==> src/rtl/cpu_pkg.sv <==
`default_nettype none
// +----------------------------------------------------------------------+
// | cpu_pkg: shared CPU datapath constants (shift encodings, width).     |
// | Revision: 1.0                                                        |
// +----------------------------------------------------------------------+
package cpu_pkg;

    localparam int DATA_WIDTH_DEF = 8;

    localparam logic [1:0] SHT_SLL = 2'b00;
    localparam logic [1:0] SHT_SRL = 2'b01;
    localparam logic [1:0] SHT_SRA = 2'b10;
    localparam logic [1:0] SHT_ROR = 2'b11;

endpackage
`default_nettype wire

==> src/rtl/shift_stage.sv <==
`default_nettype none
// +----------------------------------------------------------------------+
// | shift_stage: one level of the log shifter, moves data by STEP bits.  |
// | Revision: 1.0                                                        |
// +----------------------------------------------------------------------+
module shift_stage
    import cpu_pkg::*;
#(
    parameter int DATA_WIDTH = DATA_WIDTH_DEF,
    parameter int STEP       = 1
) (
    input  logic [DATA_WIDTH-1:0] data_i,
    input  logic                  en_i,
    input  logic [1:0]            shift_type_i,
    input  logic                  sign_i,
    output logic [DATA_WIDTH-1:0] data_o
);

    logic [DATA_WIDTH-1:0] shifted;

    // The sign comes from the original operand so every stage fills alike.
    always_comb begin
        shifted = data_i;
        case (shift_type_i)
            SHT_SLL: shifted = {data_i[DATA_WIDTH-1-STEP:0], {STEP{1'b0}}};
            SHT_SRL: shifted = {{STEP{1'b0}}, data_i[DATA_WIDTH-1:STEP]};
            SHT_SRA: shifted = {{STEP{sign_i}}, data_i[DATA_WIDTH-1:STEP]};
            SHT_ROR: shifted = {data_i[STEP-1:0], data_i[DATA_WIDTH-1:STEP]};
            default: shifted = data_i;
        endcase
    end

    assign data_o = en_i ? shifted : data_i;

endmodule
`default_nettype wire

==> src/rtl/barrel_shifter.sv <==
`default_nettype none
// +----------------------------------------------------------------------+
// | barrel_shifter: registered shift/rotate unit, one cycle of latency.  |
// | Revision: 1.0                                                        |
// +----------------------------------------------------------------------+
module barrel_shifter
    import cpu_pkg::*;
#(
    parameter  int DATA_WIDTH  = DATA_WIDTH_DEF,
    localparam int SHAMT_WIDTH = $clog2(DATA_WIDTH)
) (
    input  logic                   CLK,
    input  logic                   RESET,
    input  logic [DATA_WIDTH-1:0]  INPUT,
    input  logic [SHAMT_WIDTH-1:0] SHIFT_AMOUNT,
    input  logic [1:0]             SHIFT_TYPE,
    output logic [DATA_WIDTH-1:0]  OUTPUT
);

    logic [DATA_WIDTH-1:0] stage_data [SHAMT_WIDTH+1];
    logic [DATA_WIDTH-1:0] result_d;
    logic [DATA_WIDTH-1:0] output_q;

    assign stage_data[0] = INPUT;

    generate
        for (genvar k = 0; k < SHAMT_WIDTH; k++) begin : g_stage
            shift_stage #(
                .DATA_WIDTH (DATA_WIDTH),
                .STEP       (1 << k)
            ) u_stage (
                .data_i       (stage_data[k]),
                .en_i         (SHIFT_AMOUNT[k]),
                .shift_type_i (SHIFT_TYPE),
                .sign_i       (INPUT[DATA_WIDTH-1]),
                .data_o       (stage_data[k+1])
            );
        end
    endgenerate

    assign result_d = stage_data[SHAMT_WIDTH];

    always_ff @(posedge CLK or posedge RESET) begin
        if (RESET) begin
            output_q <= '0;
        end else begin
            output_q <= result_d;
        end
    end

    assign OUTPUT = output_q;

endmodule
`default_nettype wire

==> config.mk <==
export PLATFORM = sky130hd
export DESIGN_NAME = barrel_shifter
export DESIGN_NICKNAME = d
export VERILOG_FILES = /design/src/rtl/cpu_pkg.sv /design/src/rtl/shift_stage.sv /design/src/rtl/barrel_shifter.sv
export SDC_FILE = /design/constraint.sdc
export NUM_CORES = 1
export LEC_CHECK = 0
export BUFFER_PORTS_ARGS = -buffer_cell sky130_fd_sc_hd__buf_2
export CAP_MARGIN = 20
export CORE_ASPECT_RATIO = 0.75
export CORE_MARGIN = 10
export CORE_UTILIZATION = 46
export DETAILED_ROUTE_END_ITERATION = 16
export PLACE_DENSITY = 0.78
export SETUP_SLACK_MARGIN = 0.05
export SYNTH_ARGS = -nofsm -noshare
export SYNTH_HDL_FRONTEND = slang
export SYNTH_SLANG_ARGS = --single-unit
==> constraint.sdc <==
create_clock -name CLK -period 0.8 [get_ports CLK]
set_input_delay 0.04 -clock CLK [delete_from_list [all_inputs] [get_ports CLK]]
set_output_delay 0.04 -clock CLK [all_outputs]
set_load 0.1 [all_outputs]
---- Word-level counts from Yosys, hierarchy flattened ----
Index checks and enable logic that the tools add are counted.
operators by class
  equal/unequal tests ..................... 3
  multiplexer cells ....................... 6
  reduce and logical (&&, ||, !) cells .... 1
operator list
  cell                                                 number
  one-hot mux 8 bit (4 select lines)                   3
  2-to-1 mux 8 bit                                     3
  equality test 2 bit, second input constant           2
  equality test 2 x 1 -> 1 bit, second input constant  1
  zero test 2 bit                                      1
word-level totals
  bits in registers ....................... 8
  input bits .............................. 15
  output and inout bits ................... 8
  word-level logic and storage cells ...... 11

---- Logic depth before layout (Yosys ltp) ----
  word-level depth ........................ 7
  depth in mapped cells ................... 7

---- Hierarchy ----
A second synthesis with hierarchy kept.
second synthesis, totals
  cell total of the unflattened synthesis .. 106
  area, all modules ....................... 819.5 µm²
by module, submodules not included
  module                             instances  cells an instance  area an instance (µm²)
  shift_stage at g_stage[1].u_stage  1          36                 224.0
  shift_stage at g_stage[2].u_stage  1          33                 214.0
  barrel_shifter                     1          9                  203.9
  shift_stage at g_stage[0].u_stage  1          28                 177.7

---- Worst setup path before layout ----
OpenSTA, ideal clock, no wires.
  kind .................................... in2reg
  from .................................... input port SHIFT_TYPE[1]
  to ...................................... register output_q[7] (netlist: OUTPUT[7])
  data arrival time ....................... 1.231 ns
  data required time ...................... 0.676 ns
  path slack .............................. -0.555 ns
  stages on the path ...................... 5
  path through ............................ nor2_1 mux4_1 a21oi_1 a21oi_2 a2bb2oi_2
on the way
  longest elaborated chain between the ends .. 7
RTL lines
  what                                               line                  source
  start, declared                                    barrel_shifter.sv:16  input logic [1:0] SHIFT_TYPE,
  equality test 2 bit, or another cell as far along  shift_stage.sv:24     case (shift_type_i)
  one-hot mux 8 bit (4 select lines)                 shift_stage.sv:24
  2-to-1 mux 8 bit                                   shift_stage.sv:33     assign data_o = en_i ? shifted : data_i;
  one-hot mux 8 bit (4 select lines)                 shift_stage.sv:24
  2-to-1 mux 8 bit                                   shift_stage.sv:33
  one-hot mux 8 bit (4 select lines)                 shift_stage.sv:24
  2-to-1 mux 8 bit (*)                               shift_stage.sv:33
  net g_stage[2].u_stage.data_o[7]                   shift_stage.sv:16     output logic [DATA_WIDTH-1:0] data_o
  end signal, assigned                               barrel_shifter.sv:47  output_q <= result_d;
  end, declared                                      barrel_shifter.sv:22  logic [DATA_WIDTH-1:0] output_q;
Mark *: on every way through the listed nets, which the timed path passes. The rest lies on a longest branch.

---- Worst setup path after layout ----
Same ends and word-level chain as after synthesis.

==> flow_summary.yaml <==
outcome:
  status: "complete, but fails checks"
  violations: "setup timing"
synth:
  yosys.area.top_type: "dfrtp_1"
  synthTopCellsByCount: "14 x nand2_1, 8 x dfrtp_1, 8 x nor2_1, 8 x o21ai_0"
  ys_types: 44
  ys_seq_area_share_pct: 23.8
  yosys_register_bits: 8
  synth_edf_count: 0
  avgSynthCellArea_um2: 7.85
  yosysTopAreaCellShare_pct: 23.8
  synth_area_leaders: "dfrtp_1 24%, nand2_1 6.3%, o21ai_0 4.8%"
  synth_most_common_cell: "nand2_1"
  synth_area_um2: 840
  synth_flop_cell: "dfrtp_1"
  synthCells: 107
  ys_async_sr_fraction_pct: 100
  syn_nets: 122
  ys_warn_count: 0
critical_path:
  path_max_fanout: 8
  cp.required_ns: 0.95
  endpoint_kind: "flop"
  critPathKind: "in -> reg"
  start_kind: "primary input"
  setup.worst_path.start: "SHIFT_TYPE[1]"
  arrival_ns: 1.23
clock_network:
  cts.htree.levels: 1
  cts.sinks: 8
  clk_path_buf_depth: 2
  path_clk_slew_ns: 0.06
  cts_root_buf: "clkbuf_4"
  cts_buffers: 3
  cts_tree: "built"
timing:
  fin_hold_ws_ns: 0.139
  relSlewSlack_pct: 75.7
  hold_violations: 0
  finalSetupViolCount: 16
  period_share_pct: 135
  worst_slack_ns: -0.276
  period_needed_ns: 1.08
  tightest_slew_ns: 0.360
  rsz0062_at_grt: "yes"
  max_freq_mhz: 929
  maxSlewViolCount: 0
detailed_routing:
  vias: 1148
  wl_per_cell_um: 19.7
  ant_nets: 0
  drtPass1Iterations: 4
  post-route-drc-count: 0
  drt-initial-drc-count: 148
  avgViaCountPerCell: 6.45
  finalWirelength_um: 3520
global_routing:
  grt_overflow: 0
  grt_use_total_pct: 14.6
  grt_pass1_vias: 1068
  antenna_found_initial: 0
  grt_pass1_wl_um: 4970
  grt_max_degree: 18
floorplanning:
  initial_core_util_pct: 48.7
  die_height_um: 57
  die_area_um2: 3950
  core_um2: 1720
  top_level_ports: 23
  die_w_um: 69.3
  rows: 13
cells_and_area:
  layout-drive-gt1-share_pct: 55.8
  syn_to_final_growth_pct: 75.1
  largest_reg_flops: 8
  antenna_cells: 0
  n_fill_cell: 88
  final_nets: 172
placement:
  port_buffers: 22
  place_congestion: 1.03
  dp_hpwl_um: 2460
  place_ws_ns: -0.609
power:
  p_per_area_nw_per_um2: 1440
  p_leak_nw: 0.659
  vdd_ir_drop_max_v: 0.000937
run:
  drv_cap: 0
min_path:
  hp-class: "in -> reg"
  min_from: "SHIFT_AMOUNT[2]"
## critical path, stage by stage
cell and delay, ns:
buf_12 0.11, nor2_4 0.15, mux4_2 0.52, a21oi_2 0.20, a21oi_2 0.05, a2bb2oi_2 0.15
## report_power, final
part	internal [mW]	switching (mW)
logic	0.517	0.736
clock network	0.192	0.166
registers	0.460	0.0416
## path summary, 6_finish.rpt
check                      slack (ns)                  end  cells past startpoint
min                              0.14  OUTPUT[6]$_DFF_PP0_                      3
min in group asynchronous        0.26  OUTPUT[4]$_DFF_PP0_                      3
max in group asynchronous        0.27  OUTPUT[1]$_DFF_PP0_                      3
max                             -0.28  OUTPUT[7]$_DFF_PP0_                      6
## layout by cell type (no fill, tap or decap), drive strengths merged, types with 2 or more instances in the layout
master,n
buf,53
nand2,14
nor2,8
dfrtp,8
o21ai,8
inv,6
clkbuf,5
a21oi,5
a311oi,5
nand3,4
nand2b,3
o22ai,3
a211o,2
nand4,2
o21a,2
o221ai,2
a221o,2
a31oi,2
a2111oi,2
or3b,2
o211ai,2
a2bb2oi,2
## per-layer routing
metal / track usage, % / part of all wire [%] / routed length [um]
met1: 17.1 / 39 / 1360
met2: 26.2 / 50 / 1760
met3: 3.28 / 9.6 / 338
met4: 4.30 / 1.7 / 60
met5: 0 / 0 / 0
## logic make-up (layout without fill, tap and decap cells)
group | count (synthesis) | in the layout | synth area share (%)
flip-flops | 8 | 8 | 23.8
buffers and inverters | 17 | 66 | 9.83
AND/OR/NAND/NOR | 39 | 39 | 22.7
multiplexers | 2 | 2 | 4.32
AO/OA/AOI/OAI | 41 | 41 | 39.3
## per-stage QoR
| step | setup TNS, ns | cell area [um^2] | total power [mW] | util (%) | instances |
|---|---|---|---|---|---|
| 2_1_floorplan | -2.43 | 898 | 1.18 | - | 107 |
| 5_1_grt | -2.78 | 1470 | 2.19 | 85.3 | 178 |
| 6_report | -2.41 | 1470 | 2.11 | 85.3 | 178 |
| 4_1_cts | -2.08 | 1350 | 2.02 | 78.4 | 173 |
| 3_5_place_dp | -4.28 | 1270 | 1.63 | 73.7 | 168 |
| 3_3_place_gp | -3.84 | 1270 | 1.59 | 73.7 | 168 |
## area by class of cell
type                            instances  area (um^2)  share of cell area, %
Multi-Input combinational cell         82          638                   43.4
Timing Repair Buffer                   55          544                   37.0
Sequential cell                         8          208                   14.1
Tap cell                               22         27.5                   1.87
Clock buffer                            4         26.3                   1.79
Inverter                                7         26.3                   1.79
## what timing repair did
action | CTS | global route
pin swaps | 8 | 8
gates resized for setup | 13 | 16
cloned | 0 | 1
hold buffers | 1 | 0
endpoints found under the hold margin | 8 | 0
buffers inserted | 0 | 4
setup endpoints to repair | 16 | 16
Note: power is estimated with default switching activity, not from simulation.
